[src/rtl/rv32i_decode.sv]
// rv32i_decode: single registered decode stage for RV32I with a valid/ready handshake.
// Define ILLEGAL_INSN_DETECT_EN to enable illegal-instruction detection on o_illegal.
module rv32i_decode #(
  parameter logic [31:0] NOP_INSN = 32'h00000013
) (
  input  logic        i_clk,
  input  logic        i_rst,
  input  logic        i_valid,
  output logic        o_ready,
  input  logic [31:0] i_insn,
  input  logic [31:0] i_pc,
  input  logic        i_flush,
  output logic        o_valid,
  input  logic        i_ready,
  output logic [31:0] o_pc,
  output logic [4:0]  o_rs1_addr,
  output logic [4:0]  o_rs2_addr,
  output logic [4:0]  o_rd_addr,
  output logic [31:0] o_imm,
  output logic [3:0]  o_alu_op,
  output logic        o_alu_src_imm,
  output logic        o_reg_wr,
  output logic        o_branch,
  output logic        o_jump,
  output logic        o_load,
  output logic        o_store,
  output logic [2:0]  o_funct3,
  output logic        o_illegal
);

  typedef struct packed {
    logic [4:0]  rs1;
    logic [4:0]  rs2;
    logic [4:0]  rd;
    logic [31:0] imm;
    logic [3:0]  alu_op;
    logic        alu_src_imm;
    logic        reg_wr;
    logic        branch;
    logic        jump;
    logic        load;
    logic        store;
    logic [2:0]  funct3;
    logic        illegal;
  } dec_t;

  localparam logic [6:0] OPC_OP     = 7'b0110011;
  localparam logic [6:0] OPC_OP_IMM = 7'b0010011;
  localparam logic [6:0] OPC_LOAD   = 7'b0000011;
  localparam logic [6:0] OPC_STORE  = 7'b0100011;
  localparam logic [6:0] OPC_BRANCH = 7'b1100011;
  localparam logic [6:0] OPC_JAL    = 7'b1101111;
  localparam logic [6:0] OPC_JALR   = 7'b1100111;
  localparam logic [6:0] OPC_LUI    = 7'b0110111;
  localparam logic [6:0] OPC_AUIPC  = 7'b0010111;

  localparam logic [3:0] ALU_ADD = 4'd0, ALU_SUB = 4'd1, ALU_SLL = 4'd2, ALU_SLT = 4'd3,
                         ALU_SLTU = 4'd4, ALU_XOR = 4'd5, ALU_SRL = 4'd6, ALU_SRA = 4'd7,
                         ALU_OR = 4'd8, ALU_AND = 4'd9;

  function automatic logic [3:0] alu_from_f3(input logic [2:0] f3, input logic alt);
    logic [3:0] op;
    case (f3)
      3'b000:  op = alt ? ALU_SUB : ALU_ADD;
      3'b001:  op = ALU_SLL;
      3'b010:  op = ALU_SLT;
      3'b011:  op = ALU_SLTU;
      3'b100:  op = ALU_XOR;
      3'b101:  op = alt ? ALU_SRA : ALU_SRL;
      3'b110:  op = ALU_OR;
      default: op = ALU_AND;
    endcase
    return op;
  endfunction

  // Unknown opcodes fall through with the all-zero NOP field set (ADDI x0,x0,0).
  function automatic dec_t decode(input logic [31:0] w);
    dec_t       d;
    logic [2:0] f3;
`ifdef ILLEGAL_INSN_DETECT_EN
    logic [6:0] f7;
    logic       bad;
`endif
    f3 = w[14:12];
    d = '0;
    d.alu_src_imm = 1'b1;
    case (w[6:0])
      OPC_OP: begin
        d.rs1 = w[19:15]; d.rs2 = w[24:20]; d.rd = w[11:7]; d.funct3 = f3;
        d.alu_op = alu_from_f3(f3, w[30]);
        d.alu_src_imm = 1'b0; d.reg_wr = 1'b1;
      end
      OPC_OP_IMM: begin
        d.rs1 = w[19:15]; d.rd = w[11:7]; d.funct3 = f3;
        d.imm = {{20{w[31]}}, w[31:20]};
        d.alu_op = alu_from_f3(f3, (f3 == 3'b101) && w[30]);
        d.reg_wr = 1'b1;
      end
      OPC_LOAD: begin
        d.rs1 = w[19:15]; d.rd = w[11:7]; d.funct3 = f3;
        d.imm = {{20{w[31]}}, w[31:20]};
        d.load = 1'b1; d.reg_wr = 1'b1;
      end
      OPC_STORE: begin
        d.rs1 = w[19:15]; d.rs2 = w[24:20]; d.funct3 = f3;
        d.imm = {{20{w[31]}}, w[31:25], w[11:7]};
        d.store = 1'b1;
      end
      OPC_BRANCH: begin
        d.rs1 = w[19:15]; d.rs2 = w[24:20]; d.funct3 = f3;
        d.imm = {{19{w[31]}}, w[31], w[7], w[30:25], w[11:8], 1'b0};
        d.branch = 1'b1; d.alu_src_imm = 1'b0;
      end
      OPC_JAL: begin
        d.rd = w[11:7]; d.funct3 = f3;
        d.imm = {{11{w[31]}}, w[31], w[19:12], w[20], w[30:21], 1'b0};
        d.jump = 1'b1; d.reg_wr = 1'b1;
      end
      OPC_JALR: begin
        d.rs1 = w[19:15]; d.rd = w[11:7]; d.funct3 = f3;
        d.imm = {{20{w[31]}}, w[31:20]};
        d.jump = 1'b1; d.reg_wr = 1'b1;
      end
      OPC_LUI, OPC_AUIPC: begin
        d.rd = w[11:7]; d.funct3 = f3;
        d.imm = {w[31:12], 12'b0};
        d.reg_wr = 1'b1;
      end
      default: ;
    endcase
    if (d.rd == 5'd0) d.reg_wr = 1'b0;
`ifdef ILLEGAL_INSN_DETECT_EN
    f7 = w[31:25];
    case (w[6:0])
      OPC_OP:     bad = ((f7 != 7'h00) && (f7 != 7'h20)) ||
                        ((f7 == 7'h20) && (f3 != 3'b000) && (f3 != 3'b101));
      OPC_OP_IMM: bad = ((f3 == 3'b001) && (f7 != 7'h00)) ||
                        ((f3 == 3'b101) && !w[30] && (f7 != 7'h00)) ||
                        ((f3 == 3'b101) &&  w[30] && (f7 != 7'h20));
      OPC_BRANCH: bad = (f3 == 3'b010) || (f3 == 3'b011);
      OPC_LOAD, OPC_STORE, OPC_JAL, OPC_JALR, OPC_LUI, OPC_AUIPC: bad = 1'b0;
      default:    bad = 1'b1;
    endcase
    if (bad) begin
      d.illegal = 1'b1;
      d.reg_wr = 1'b0; d.branch = 1'b0; d.jump = 1'b0; d.load = 1'b0; d.store = 1'b0;
    end
`endif
    return d;
  endfunction

  localparam dec_t NOP_DEC = decode(NOP_INSN);

  logic        valid_q, valid_d;
  logic [31:0] pc_q, pc_d;
  dec_t        dec_q, dec_d;
  logic        accept;

  always_comb begin
    o_ready = !valid_q || i_ready;
    accept  = i_valid && o_ready;
    valid_d = valid_q;
    pc_d    = pc_q;
    dec_d   = dec_q;
    if (i_flush) begin
      valid_d = 1'b0;
      pc_d    = '0;
      dec_d   = NOP_DEC;
    end else if (accept) begin
      valid_d = 1'b1;
      pc_d    = i_pc;
      dec_d   = decode(i_insn);
    end else if (i_ready) begin
      valid_d = 1'b0;
    end
  end

  // Output stage
  always_ff @(posedge i_clk or posedge i_rst) begin
    if (i_rst) begin
      valid_q <= 1'b0;
      pc_q    <= '0;
      dec_q   <= NOP_DEC;
    end else begin
      valid_q <= valid_d;
      pc_q    <= pc_d;
      dec_q   <= dec_d;
    end
  end

  assign o_valid       = valid_q;
  assign o_pc          = pc_q;
  assign o_rs1_addr    = dec_q.rs1;
  assign o_rs2_addr    = dec_q.rs2;
  assign o_rd_addr     = dec_q.rd;
  assign o_imm         = dec_q.imm;
  assign o_alu_op      = dec_q.alu_op;
  assign o_alu_src_imm = dec_q.alu_src_imm;
  assign o_reg_wr      = dec_q.reg_wr;
  assign o_branch      = dec_q.branch;
  assign o_jump        = dec_q.jump;
  assign o_load        = dec_q.load;
  assign o_store       = dec_q.store;
  assign o_funct3      = dec_q.funct3;
  assign o_illegal     = dec_q.illegal;

endmodule
[config.mk]
export PLATFORM = sky130hd
export DESIGN_NAME = rv32i_decode
export DESIGN_NICKNAME = d
export VERILOG_FILES = /design/src/rtl/rv32i_decode.sv
export SDC_FILE = /design/constraint.sdc
export NUM_CORES = 1
export LEC_CHECK = 0
export BUFFER_PORTS_ARGS = -buffer_cell sky130_fd_sc_hd__buf_2
export CAP_MARGIN = 10
export CORE_MARGIN = 10
export CORE_UTILIZATION = 35
export CTS_CLUSTER_DIAMETER = 100
export CTS_CLUSTER_SIZE = 16
export DETAILED_ROUTE_END_ITERATION = 16
export PLACE_DENSITY = 0.58
export SETUP_SLACK_MARGIN = 0.05
export SYNTH_ARGS = -nofsm -noshare
export SYNTH_HDL_FRONTEND = slang
export SYNTH_SLANG_ARGS = --single-unit
[constraint.sdc]
create_clock -name i_clk -period 8.8 [get_ports i_clk]
set_input_delay 1.76 -clock i_clk [delete_from_list [all_inputs] [get_ports i_clk]]
set_output_delay 1.76 -clock i_clk [all_outputs]
set_load 0.02 [all_outputs]
Yosys cells after proc, flatten, opt, wreduce, memory -nomap -nowiden

Index checks and enable logic that the tools add are counted.
Widths: inputs -> output; s select.

Output and inout port bits: 95
Input port bits: 69
Logic and storage cells: 74
Bits in registers: 94

Equal/unequal tests: 15
Reduce and logical (&&, ||, !) cells: 16
Mux-type cells: 28

Operators with widths:

| cell               | number |
|---|---|
| $pmux 32 s5        | 1 |
| $mux 61            | 2 |
| $mux 32            | 2 |
| $pmux 4 s7         | 2 |
| $mux 5             | 5 |
| $eq 7x6->1 const B | 3 |
| $eq 7x7->1 const B | 3 |
| $eq 7x5->1 const B | 2 |
| $mux 1             | 14 |
| $eq 3x3->1 const B | 3 |
| $reduce_or 9->1    | 1 |
| $pmux 4 s2         | 1 |
| $eq 7x2->1 const B | 1 |
| $reduce_or 7->1    | 1 |
| $eq 3x2->1 const B | 2 |
| $reduce_or 2->1    | 3 |
| $reduce_or 3->1    | 2 |
| $reduce_or 6->1    | 1 |
| $logic_not 5->1    | 1 |
| $eq 3x1->1 const B | 1 |
| $logic_not 3->1    | 1 |
| $mux 3             | 1 |
| $reduce_bool 3->1  | 1 |
| $logic_and 1x1->1  | 2 |
| other kinds (3)    | 3 |

Depth between registers and ports, before layout

Word-level depth: 9
Depth in mapped cells: 7
Gate-level depth less buffers: 5

Least setup slack after synthesis

No wires, ideal clock.

Path kind: input to output
Start: input port i_ready
End: output port o_ready
Path buffers: 0
Required time: 7040 ps
Path slack: 4891 ps
Data arrival time: 2149 ps
Stages on the path: 2
Cells stage by stage: nor2b_1 inv_1

Longest elaborated chain between the ends: 1

Ends and longest elaborated chain:

| element          | RTL line | text |
|---|---|---|
| from (decl)      | 14       | `input logic i_ready,` |
| $logic_or 1x1->1 | 160      | `o_ready = !valid_q \|\| i_ready;` |
| to (decl)        | 9        | `output logic o_ready,` |

No other way between the ends.

Worst setup path in the final report

Same ends and word-level chain as after synthesis.

==> impl_metrics.csv <==
group,metric,value,unit
outcome,status,"finished clean",
clock_network,clockBufferDepth,2,
power,fin_total_pwr,0.000931,W
power,ir_drop,94.4,µV
clock_network,cts_made_buffers,9,
power,p_comb_share,11.7,%
synth,ys_warn_count,0,
sta,setup_violations,0,
synth,yosysMostFrequentCell,"dfrtp_1",
clock_network,holdBufCountCts,0,
critical_path,startpoint_type,"input port",
routing,wl_per_cell,18.7,µm
critical_path,crit_fanout,4,
synth,seq_area_frac_synth,55.5,%
min_path,hold_class,"reg -> reg",
die,coreArea,11600,µm²
sta,period_share,48.4,%
sta,clock_skew,0.00667,ns
cells_and_area,area_growth,27.7,%
die,rows,39,
power,switching_share,25.4,%
sta,finalCriticalPeriod,4.26,ns
power,p_switching,0.000237,W
sta,tns,0,ns
critical_path,worstSetupEndpointType,"output pin",
synth,synth-seq-cells,93,
cells_and_area,final_cell_area,5360,µm²
sta,max_freq,235,MHz
clock_network,cts.sinks,93,
routing,dr.pass1.iters,4,
grt,grt_pass1_vias,3808,
placement,io_buffers,162,
critical_path,slowest_delay,0.32,ns
critical_path,required,7.04,ns
critical_path,crit_path_frequent_cell,"buf_2",
sta,slew_viol_final,0,
die,io_pins,164,
grt,met2_usage,22.4,%
cells_and_area,drive_gt1_share,34.9,%
routing,routed_wl,13.1,mm
synth,synth_area,4200,µm²
routing,drc,0,
critical_path,cp_num_buf_inv,3,
cells_and_area,fill_cells,1129,
routing,first_iter_violations,276,
clock_network,path_clk_slew,0.06,ns
synth,synth_top_area_cell,"dfrtp_1",
power,intPower,0.000694,W
grt,globalRoute.totalOverflow,0,
clock_network,htree_levels,3,
clock_network,cts_tree,"built",
synth,ys_top_cells_by_count,"dfrtp_1 (92), nand2_1 (89), a21oi_1 (38)",
grt,met1_usage,19.5,%
synth,synth_top_area_share,54.8,%
synth,syn_nets,482,
cells_and_area,seq_area,2330,µm²
placement,dp.final_hpwl,9.32,mm
placement,place_area,5070,µm²
critical_path,cpLargestDelayFamily,"buffers and inverters",
critical_path,slowest_stage,"nor2b_1",
sta,worst_pin_slew,1.16,ns
power,powerDensity,174,nW/µm²
routing,via_per_inst,5.24,
die,die_h,130,µm
grt,grt_use_total,14.9,%
run,maxCapViolCount,0,
synth,async_flop_share,100,%
clock_network,cts_resized,0,
die,die-width,130,µm
die,dieArea,16800,µm²
sta,worst_slew_margin_rel,22.7,%
power,seq_power_share,47.6,%
cells_and_area,multi_input_area,1700,µm²
grt,grt-busiest-layer,"met2",
placement,place_congestion,0.786,
power,power_leakage,2.70,nW
sta,hold_violations,0,
clock_network,clkLatencyLatePin,0.34,ns
routing,antenna_left,0,
synth,netlist_instances,413,
die,start_util,36.3,%
synth,ys_top_cells_by_area,"dfrtp_1 (55%), nand2_1 (8.0%), a22o_1 (4.6%), a21oi_1 (4.5%), o2bb2ai_1 (3.5%)",
grt,antenna_found_initial,1,
grt,grt_max_degree,51,
critical_path,crit_type,"in -> out",
power,clockPowerShare,40.8,%
sta,rsz0062_at_grt,"false",
clock_network,cts_setup_buffers,0,
critical_path,crit_arrival,2.50,ns
routing,dr_total_vias,3678,
critical_path,crit_chain,"buf_2 > nor2b_1 > inv_1 > buf_2",
clock_network,root_buffer,"clkbuf_16",
grt,use_met3,6.08,%
synth,ys.flop_type,"dfrtp_1",
cells_and_area,nets,622,
grt,grt_pass1_wl,20.2,mm
synth,synth_edf_count,0,
synth,ys_types,48,
synth,avgSynthCellArea,10.2,µm²
[worst paths after layout]
check | from | end | slack, ns | cells after the start
min | o_imm[24]$_DFFE_PP0P_ | o_imm[24]$_DFFE_PP0P_ | 0.48 | 1
max in group asynchronous | i_rst | o_rs1_addr[2]$_DFFE_PP0P_ | 6.26 | 3
max reg2reg | o_valid$_DFFE_PP0P_ | o_alu_op[0]$_DFFE_PP0P_ | 6.34 | 5
max | i_ready | o_ready | 4.54 | 4
min reg2reg | o_imm[24]$_DFFE_PP0P_ | o_imm[24]$_DFFE_PP0P_ | 0.48 | 1
min in group asynchronous | i_rst | o_rd_addr[3]$_DFFE_PP0P_ | 1.48 | 2
[power by group through the flow]
stage | sequential, W | combinational [W] | clock, W
after floorplan | 0.000463 | 0.0000527 | 0
after global placement | 0.000450 | 0.000109 | 0
after detailed placement | 0.000450 | 0.000110 | 0
after CTS | 0.000442 | 0.000110 | 0.000390
after global routing | 0.000444 | 0.000120 | 0.000406
final | 0.000443 | 0.000109 | 0.000380
[through the flow]
step                worst slack (ns)  utilization [%]  hold slack [ns]  cells
floorplan                       4.62                -            0.521    413
global placement                4.53             43.8            0.471    685
detailed placement              4.52             43.8            0.469    685
CTS                             4.52             46.3            0.494    701
global route                    4.48             46.3            0.519    702
finish                          4.54             46.3            0.484    702
[final cells by class]
| class | count | area share (%) |
|---|---|---|
| flip-flops and latches | 93 | 43.4 |
| multi-input cells | 277 | 31.7 |
| repair buffers | 164 | 15.4 |
| clock buffers | 16 | 5.44 |
| well taps | 143 | 3.34 |
| inverters | 8 | 0.607 |
| diodes | 1 | 0.0467 |
[routing by layer]
metal,vias up,part of all wire [%]
met5,-,0
met4,0,0.60
met3,5,9.3
met2,120,45
met1,1791,45
li1,1762,-
[placed cells by master, fill, tap and decap left out, types with 3 or more instances in the layout]
cell type,synthesis,final
a21oi_1,38,38
clkbuf_1,17,3
nor3_1,24,24
nand3_1,3,3
clkbuf_8,0,4
a221o_1,8,8
nor2_1,14,12
clkbuf_16,0,9
inv_1,8,7
dfrtp_1,92,92
a22o_1,22,22
buf_2,13,162
o21ai_0,6,6
nand2b_1,4,4
a22oi_1,5,5
a32oi_1,6,6
nand2_1,89,88
o2bb2ai_1,17,17
[sequential cells by signal (all words and copies together) (netlist names)]
| name | count |
|---|---|
| o_rs1_addr | 5 |
| o_funct3 | 3 |
| o_branch | 1 |
| o_store | 1 |
| o_alu_src_imm | 1 |
| o_rs2_addr | 5 |
| o_jump | 1 |
| o_reg_wr | 1 |
| o_valid | 1 |
| o_alu_op | 4 |
| o_imm | 32 |
| o_load | 1 |
| o_pc | 32 |
| o_rd_addr | 5 |
[worst reg2reg max path, cell delays in order (launching register included)]
cell	delay [ns]
dfrtp_1	0.38
nor2b_1	0.19
inv_1	0.11
nand2_2	0.57
nor4_1	0.88
a32o_1	0.27
[cells by family after synthesis]
family / count (synthesis) / share of synthesized area, %
AND/OR/NAND/NOR: 155 / 17.2
AO/OA/AOI/OAI: 118 / 22.1
flip-flops: 93 / 55.5
buffers and inverters: 43 / 4.50
multiplexers: 2 / 0.507
XOR/XNOR: 1 / 0.209
other: 1 / 0.0893
No activity file was read; power rests on OpenSTA's default activity.
